File: src/rtl/interpo_coef_reader.sv
`default_nettype none
// ============================================================================
// Module   : interpo_coef_reader
// Purpose  : Avalon-MM read master for port s2 of the interpolation
//            coefficient RAM. A start pulse fetches a contiguous block of
//            coefficient words and re-emits them as a packetised Avalon-ST
//            source (sop/eop, valid/ready backpressure).
// Ports    : clk, reset_n (async, active low)
//            start/base_addr/num_words   - block request, sampled in IDLE
//            busy/done/cfg_err           - status (done, cfg_err are pulses)
//            mem_*                       - Avalon-MM read port to the RAM
//            src_*                       - Avalon-ST source to the datapath
// Options  : define INTERPO_COEF_READER_WRAP_EN to let addresses wrap
//            modulo DEPTH instead of rejecting blocks that run off the end.
// Revision : 1.0 - initial release
// ============================================================================
module interpo_coef_reader #(
    parameter int ADDR_W     = 6,
    parameter int DATA_W     = 32,
    parameter int DEPTH      = 40,
    parameter int FIFO_DEPTH = 4
) (
    input  logic              clk,
    input  logic              reset_n,
    input  logic              start,
    input  logic [ADDR_W-1:0] base_addr,
    input  logic [ADDR_W:0]   num_words,
    output logic              busy,
    output logic              done,
    output logic              cfg_err,
    output logic [ADDR_W-1:0] mem_address,
    output logic              mem_chipselect,
    output logic              mem_clken,
    input  logic [DATA_W-1:0] mem_readdata,
    output logic [DATA_W-1:0] src_data,
    output logic              src_valid,
    input  logic              src_ready,
    output logic              src_sop,
    output logic              src_eop
);

    localparam int c_PTR_W = $clog2(FIFO_DEPTH);
    localparam int c_CNT_W = c_PTR_W + 1;

    typedef enum logic [1:0] {
        IDLE  = 2'd0,
        READ  = 2'd1,
        DRAIN = 2'd2
    } state_t;

    state_t              state_q;
    logic [ADDR_W:0]     num_q;
    logic [ADDR_W:0]     issued_q;
    logic [ADDR_W:0]     wr_idx_q;
    logic [ADDR_W-1:0]   addr_q;
    logic                cs_q;       // read strobe presented to the RAM this cycle
    logic                rv_q;       // readdata valid this cycle (1-cycle pipeline bit)
    logic                busy_q;
    logic                done_q;
    logic                cfg_err_q;
    // FIFO entry layout: {sop, eop, data}
    logic [DATA_W+1:0]   fifo_q [FIFO_DEPTH];
    logic [c_PTR_W-1:0]  wr_ptr_q;
    logic [c_PTR_W-1:0]  rd_ptr_q;
    logic [c_CNT_W-1:0]  count_q;

    logic                start_ok_d;
    logic [ADDR_W-1:0]   next_addr_d;
    logic [c_CNT_W:0]    occ_d;
    logic                issue_d;
    logic                pop_d;
    logic                push_d;

`ifdef INTERPO_COEF_READER_WRAP_EN
    assign start_ok_d  = (num_words != '0)
                       && (num_words <= (ADDR_W+1)'(DEPTH))
                       && (base_addr < ADDR_W'(DEPTH));
    assign next_addr_d = (addr_q == ADDR_W'(DEPTH - 1)) ? '0 : addr_q + 1'b1;
`else
    logic [ADDR_W+1:0]   end_d;
    assign end_d       = {2'b00, base_addr} + {1'b0, num_words};
    assign start_ok_d  = (num_words != '0) && (end_d <= (ADDR_W+2)'(DEPTH));
    assign next_addr_d = addr_q + 1'b1;
`endif

    // Words already buffered plus both read pipeline stages must leave room,
    // so a stalled sink can never overflow the FIFO.
    assign occ_d   = (c_CNT_W+1)'(count_q) + (c_CNT_W+1)'(cs_q) + (c_CNT_W+1)'(rv_q);
    assign issue_d = (state_q == READ) && (issued_q != num_q)
                   && (occ_d < (c_CNT_W+1)'(FIFO_DEPTH));
    assign push_d  = rv_q;
    assign pop_d   = src_valid && src_ready;

    assign src_valid                   = (count_q != '0);
    assign {src_sop, src_eop, src_data} = fifo_q[rd_ptr_q];
    assign busy           = busy_q;
    assign done           = done_q;
    assign cfg_err        = cfg_err_q;
    assign mem_address    = addr_q;
    assign mem_chipselect = cs_q;
    assign mem_clken      = 1'b1;

    always_ff @(posedge clk or negedge reset_n) begin
        if (!reset_n) begin
            state_q   <= IDLE;
            num_q     <= '0;
            issued_q  <= '0;
            wr_idx_q  <= '0;
            addr_q    <= '0;
            cs_q      <= 1'b0;
            rv_q      <= 1'b0;
            busy_q    <= 1'b0;
            done_q    <= 1'b0;
            cfg_err_q <= 1'b0;
            wr_ptr_q  <= '0;
            rd_ptr_q  <= '0;
            count_q   <= '0;
            for (int i = 0; i < FIFO_DEPTH; i++) begin
                fifo_q[i] <= '0;
            end
        end else begin
            done_q    <= 1'b0;
            cfg_err_q <= 1'b0;
            cs_q      <= 1'b0;
            rv_q      <= cs_q;

            if (push_d) begin
                fifo_q[wr_ptr_q] <= {(wr_idx_q == '0), (wr_idx_q == num_q - 1'b1), mem_readdata};
                wr_ptr_q         <= wr_ptr_q + 1'b1;
                wr_idx_q         <= wr_idx_q + 1'b1;
            end
            if (pop_d) begin
                rd_ptr_q <= rd_ptr_q + 1'b1;
            end
            if (push_d && !pop_d) begin
                count_q <= count_q + 1'b1;
            end else if (!push_d && pop_d) begin
                count_q <= count_q - 1'b1;
            end

            case (state_q)
                IDLE: begin
                    if (start) begin
                        if (start_ok_d) begin
                            // First read goes out straight from the accept
                            // edge to reach the 2-cycle best-case latency.
                            num_q    <= num_words;
                            addr_q   <= base_addr;
                            cs_q     <= 1'b1;
                            issued_q <= {{ADDR_W{1'b0}}, 1'b1};
                            wr_idx_q <= '0;
                            busy_q   <= 1'b1;
                            state_q  <= (num_words == {{ADDR_W{1'b0}}, 1'b1}) ? DRAIN : READ;
                        end else begin
                            cfg_err_q <= 1'b1;
                        end
                    end
                end
                READ: begin
                    if (issue_d) begin
                        cs_q     <= 1'b1;
                        addr_q   <= next_addr_d;
                        issued_q <= issued_q + 1'b1;
                        if (issued_q + 1'b1 == num_q) begin
                            state_q <= DRAIN;
                        end
                    end
                end
                DRAIN: begin
                    if (!cs_q && !rv_q && (count_q == '0)) begin
                        done_q  <= 1'b1;
                        busy_q  <= 1'b0;
                        state_q <= IDLE;
                    end
                end
                default: begin
                    state_q <= IDLE;
                end
            endcase
        end
    end

endmodule
`default_nettype wire

File: config.mk
export PLATFORM = sky130hd
export DESIGN_NAME = interpo_coef_reader
export DESIGN_NICKNAME = d
export VERILOG_FILES = /design/src/rtl/interpo_coef_reader.sv
export SDC_FILE = /design/constraint.sdc
export NUM_CORES = 1
export LEC_CHECK = 0
export CAP_MARGIN = 15
export CORE_AREA = 2 2 141 143
export DETAILED_ROUTE_END_ITERATION = 12
export DIE_AREA = 0 0 143 145
export GPL_ROUTABILITY_DRIVEN = 0
export PLACE_DENSITY = 0.76
export SLEW_MARGIN = 20
export SYNTH_ARGS = -nofsm -noshare
export SYNTH_HDL_FRONTEND = slang
export SYNTH_SLANG_ARGS = --single-unit
export TNS_END_PERCENT = 50
File: constraint.sdc
create_clock -name clk -period 2.4 [get_ports clk]
set_input_delay 0.24 -clock clk [delete_from_list [all_inputs] [get_ports clk]]
set_output_delay 0.24 -clock clk [all_outputs]
set_load 0.005 [all_outputs]
==> results of run 1 <==
-- tightest hold or removal path, delay by kind of cell --
family          cells  cell delay [ps]
buf+inv             1              140
simple gates        1               70
compound gates      1               80
-- what timing repair did --
action,4_1_cts,5_1_grt
setup endpoints to repair,43,47
gates resized for setup,6,14
pin swaps,1,5
gates cloned,0,2
setup buffers,2,2
hold buffers,1,0
endpoints found under the hold margin,66,0
-- per-layer routing --
metal  share of wire (%)  GRT usage [%]  wire length (um)
met1                  44          24.06              8346
met2                  50          30.62              9571
met3                 4.5          4.917               859
met4                 1.3          5.149               254
met5                   0              0                 0
-- stage by stage --
step	total power [uW]	instances
2_1_floorplan	9499	630
3_3_place_gp	11930	996
3_5_place_dp	12370	996
4_1_cts	15120	1031
5_1_grt	16110	1035
6_report	15150	1035
-- kinds of logic after synthesis --
family                   count (synthesis)  share of synthesized area [%]
XOR/XNOR                                35                          3.597
AND/OR/NAND/NOR                        115                          6.489
AO/OA/AOI/OAI                           62                          5.286
multiplexers                           173                          27.32
buffers and inverters                   48                          2.320
other                                    1                        0.04400
flip-flops                             177                          51.97
adder cells (fa/ha/maj)                 19                          2.966
-- cell usage in the layout (no fill, tap or decap), types with 6 or more instances in the layout --
cell type        instances
xor2_1                  10
nor2_1                  26
clkbuf_16               19
buf_4                   36
buf_12                   9
nand3_1                 14
dlymetal6s2s_1           6
mux2_2                 133
o21ai_0                 18
xnor2_1                 25
ha_1                    15
mux4_2                  34
inv_1                   13
dfrtp_1                176
nor3_1                   9
nand2_1                 32
a21oi_1                 11
clkdlybuf4s50_1         84
-- sequential cells by signal (all words and copies together), names as in the netlist, 3 cells and up --
| name | cells |
|---|---|
| count_q | 3 |
| fifo_q | 136 |
| issued_q | 7 |
| mem_address | 6 |
| num_q | 7 |
| wr_idx_q | 7 |
-- power groups by stage --
| stage | logic [uW] | registers, uW | clock network, uW |
|---|---|---|---|
| finish | 6980 | 5510 | 2660 |
| detailed placement | 6800 | 5570 | 0 |
| global placement | 6540 | 5390 | 0 |
| CTS | 6890 | 5510 | 2720 |
| floorplan | 4390 | 5110 | 0 |
| global route | 7570 | 5700 | 2840 |
-- final timing paths --
| kind | from | end | cells after the start | slack, ps |
|---|---|---|---|---|
| max in group asynchronous | reset_n | fifo_q[19] | 3 | 1290 |
| hold / removal | base_addr[0] | mem_address[0] | 3 | 150 |
| setup / recovery | rd_ptr_q[0] | src_data[29] | 4 | 40 |
| setup reg to reg | count_q[0] | mem_address[0] | 6 | 140 |
| min in group asynchronous | reset_n | fifo_q[74] | 2 | 370 |
| hold reg to reg | mem_chipselect | push_d | 0 | 470 |
-- area by class of cell --
cell class              count  area [um2]
fillers                  1497        8403
well taps                 265       331.6
multi-input cells         405        3951
flip-flops and latches    177        4431
repair buffers            142        1466
inverters                  14       55.05
clock inverters            13       126.4
clock buffers              19       442.9
==> impl_metrics.py, run 1 <==
metrics = {
    "global_routing": {
        "grt_max_degree": 72,
        "grt_first_pass_wirelength_mm": 30.15,
        "grt-ovfl-total": 0,
        "grtUsageTotal_pct": 18.53,
        "antenna_found_initial": 0,
        "grt_pass1_vias": 6039,
    },
    "synthesis": {
        "synth_top_cell_by_area": "dfrtp_1",
        "synth-edff-count": 0,
        "synth.distinct_cells": 56,
        "async_flop_share_pct": 100.0,
        "ys_seq_area_share_pct": 51.97,
        "synth.net_count": 698,
        "synth_seq_cells": 177,
        "synth_common_cells": "dfrtp_1 (177), mux2_2 (133), nand2_1 (36)",
        "yosysTopAreaCellShare_pct": 51.97,
        "yosys_warnings": 0,
        "netlist_area_mm2": 0.008522,
        "netlist_top_cells_area": "dfrtp_1 (52%), mux2_2 (18%), mux4_2 (9.0%)",
        "synth_most_common_cell": "dfrtp_1",
        "synth_ff_type": "dfrtp_1",
        "avgSynthCellArea_um2": 13.53,
        "syn_inst": 630,
    },
    "pwr": {
        "comb_power_share_pct": 46.0,
        "p_sw_uw": 4908,
        "p_int_uw": 10250,
        "power.density_mw_per_mm2": 1403,
        "pwr-share-seq_pct": 36.4,
        "swShare_pct": 32.39,
        "peakVddDrop_v": 0.0006485,
        "power.share.clock_pct": 17.6,
        "leakagePower_uw": 0.004536,
    },
    "floorplanning": {
        "die_w_um": 143,
        "ioPinCount": 95,
        "num_rows": 51,
        "initial_core_util_pct": 44.37,
        "die_h_um": 145,
        "die_area_mm2": 0.02074,
        "coreArea_mm2": 0.01921,
    },
    "routing": {
        "drtPass1Iterations": 4,
        "wl_per_cell_um": 18.39,
        "drt_iter0_drc": 307,
        "drc": 0,
        "finalWirelength_mm": 19.03,
        "viasPerCell": 5.435,
        "drtAntennaViolNets": 0,
        "dr_total_vias": 5625,
    },
    "setup_path": {
        "startpoint_type": "flop",
        "endpoint_kind": "output pin",
        "crit_type": "reg -> out",
        "critical_path_arrival_ps": 2120,
        "crit_top_cell": "buf_12",
        "crit_family": "buffers and inverters",
        "crit_path_max_fanout": 10,
        "cp_slowest_cell": "mux4_2",
        "critPathMaxStageDelay_ps": 530,
        "timing.critical_path.buf_inv": 3,
        "path_cells": "buf_12 -> buf_12 -> mux4_2 -> clkdlybuf4s50_1",
        "cp.required_ps": 2160,
    },
    "finish": {
        "finish.utilization_pct": 56.25,
        "fin_area_mm2": 0.01080,
        "drive_above_1_share_pct": 35.32,
        "antenna_cells": 0,
        "finalNetCount": 825,
        "syn2layout_area_growth_pct": 26.78,
    },
    "placement": {
        "port_buffers": 93,
        "hpwlAfterDp_mm": 12.98,
        "dp_slack_ps": -515.0,
        "dpl_cell_area_mm2": 0.01006,
    },
    "clock_network": {
        "clockBufferDepth": 2,
        "cts_tree": "yes",
        "cts_max_level": 4,
        "root_buffer": "clkbuf_16",
        "clkSinkCount": 177,
        "worst_skew_pair.late_latency_ps": 430,
        "clk_pin_slew_worst_paths_ps": 70,
        "cts-buffers-inserted": 17,
    },
    "timing": {
        "fmax_mhz": 424.4,
        "finalSetupViolCount": 0,
        "hold_slack_ps": 153.9,
        "fin_setup_tns_ps": 0,
        "period_minus_slack_ps": 2356,
        "hold_viol_final": 0,
        "tightestPinTransition_ps": 746.7,
        "fin_ws_ps": 43.68,
        "clock_skew_ps": 6.621,
        "finalCritPeriodShare_pct": 98.18,
        "relSlewSlack_pct": 50.12,
        "slew_violations": 0,
    },
    "run_status": {
        "status": "finished, final reports clean",
    },
    "flow_run": {
        "drv_cap": 0,
    },
    "hold_path": {
        "min_path_type": "in -> reg",
    },
}
Power figures use the tool's default switching activity.
==> run 2: changes to the inputs <==
--- a/config.mk
+++ b/config.mk
@@ -11,7 +11,7 @@
 export DIE_AREA = 0 0 143 145
 export GPL_ROUTABILITY_DRIVEN = 0
 export PLACE_DENSITY = 0.76
-export SLEW_MARGIN = 20
+export SLEW_MARGIN = 10
 export SYNTH_ARGS = -nofsm -noshare
 export SYNTH_HDL_FRONTEND = slang
 export SYNTH_SLANG_ARGS = --single-unit
==> results of run 2 <==
Final layout, timing and power as in run 1 (identical DEF).
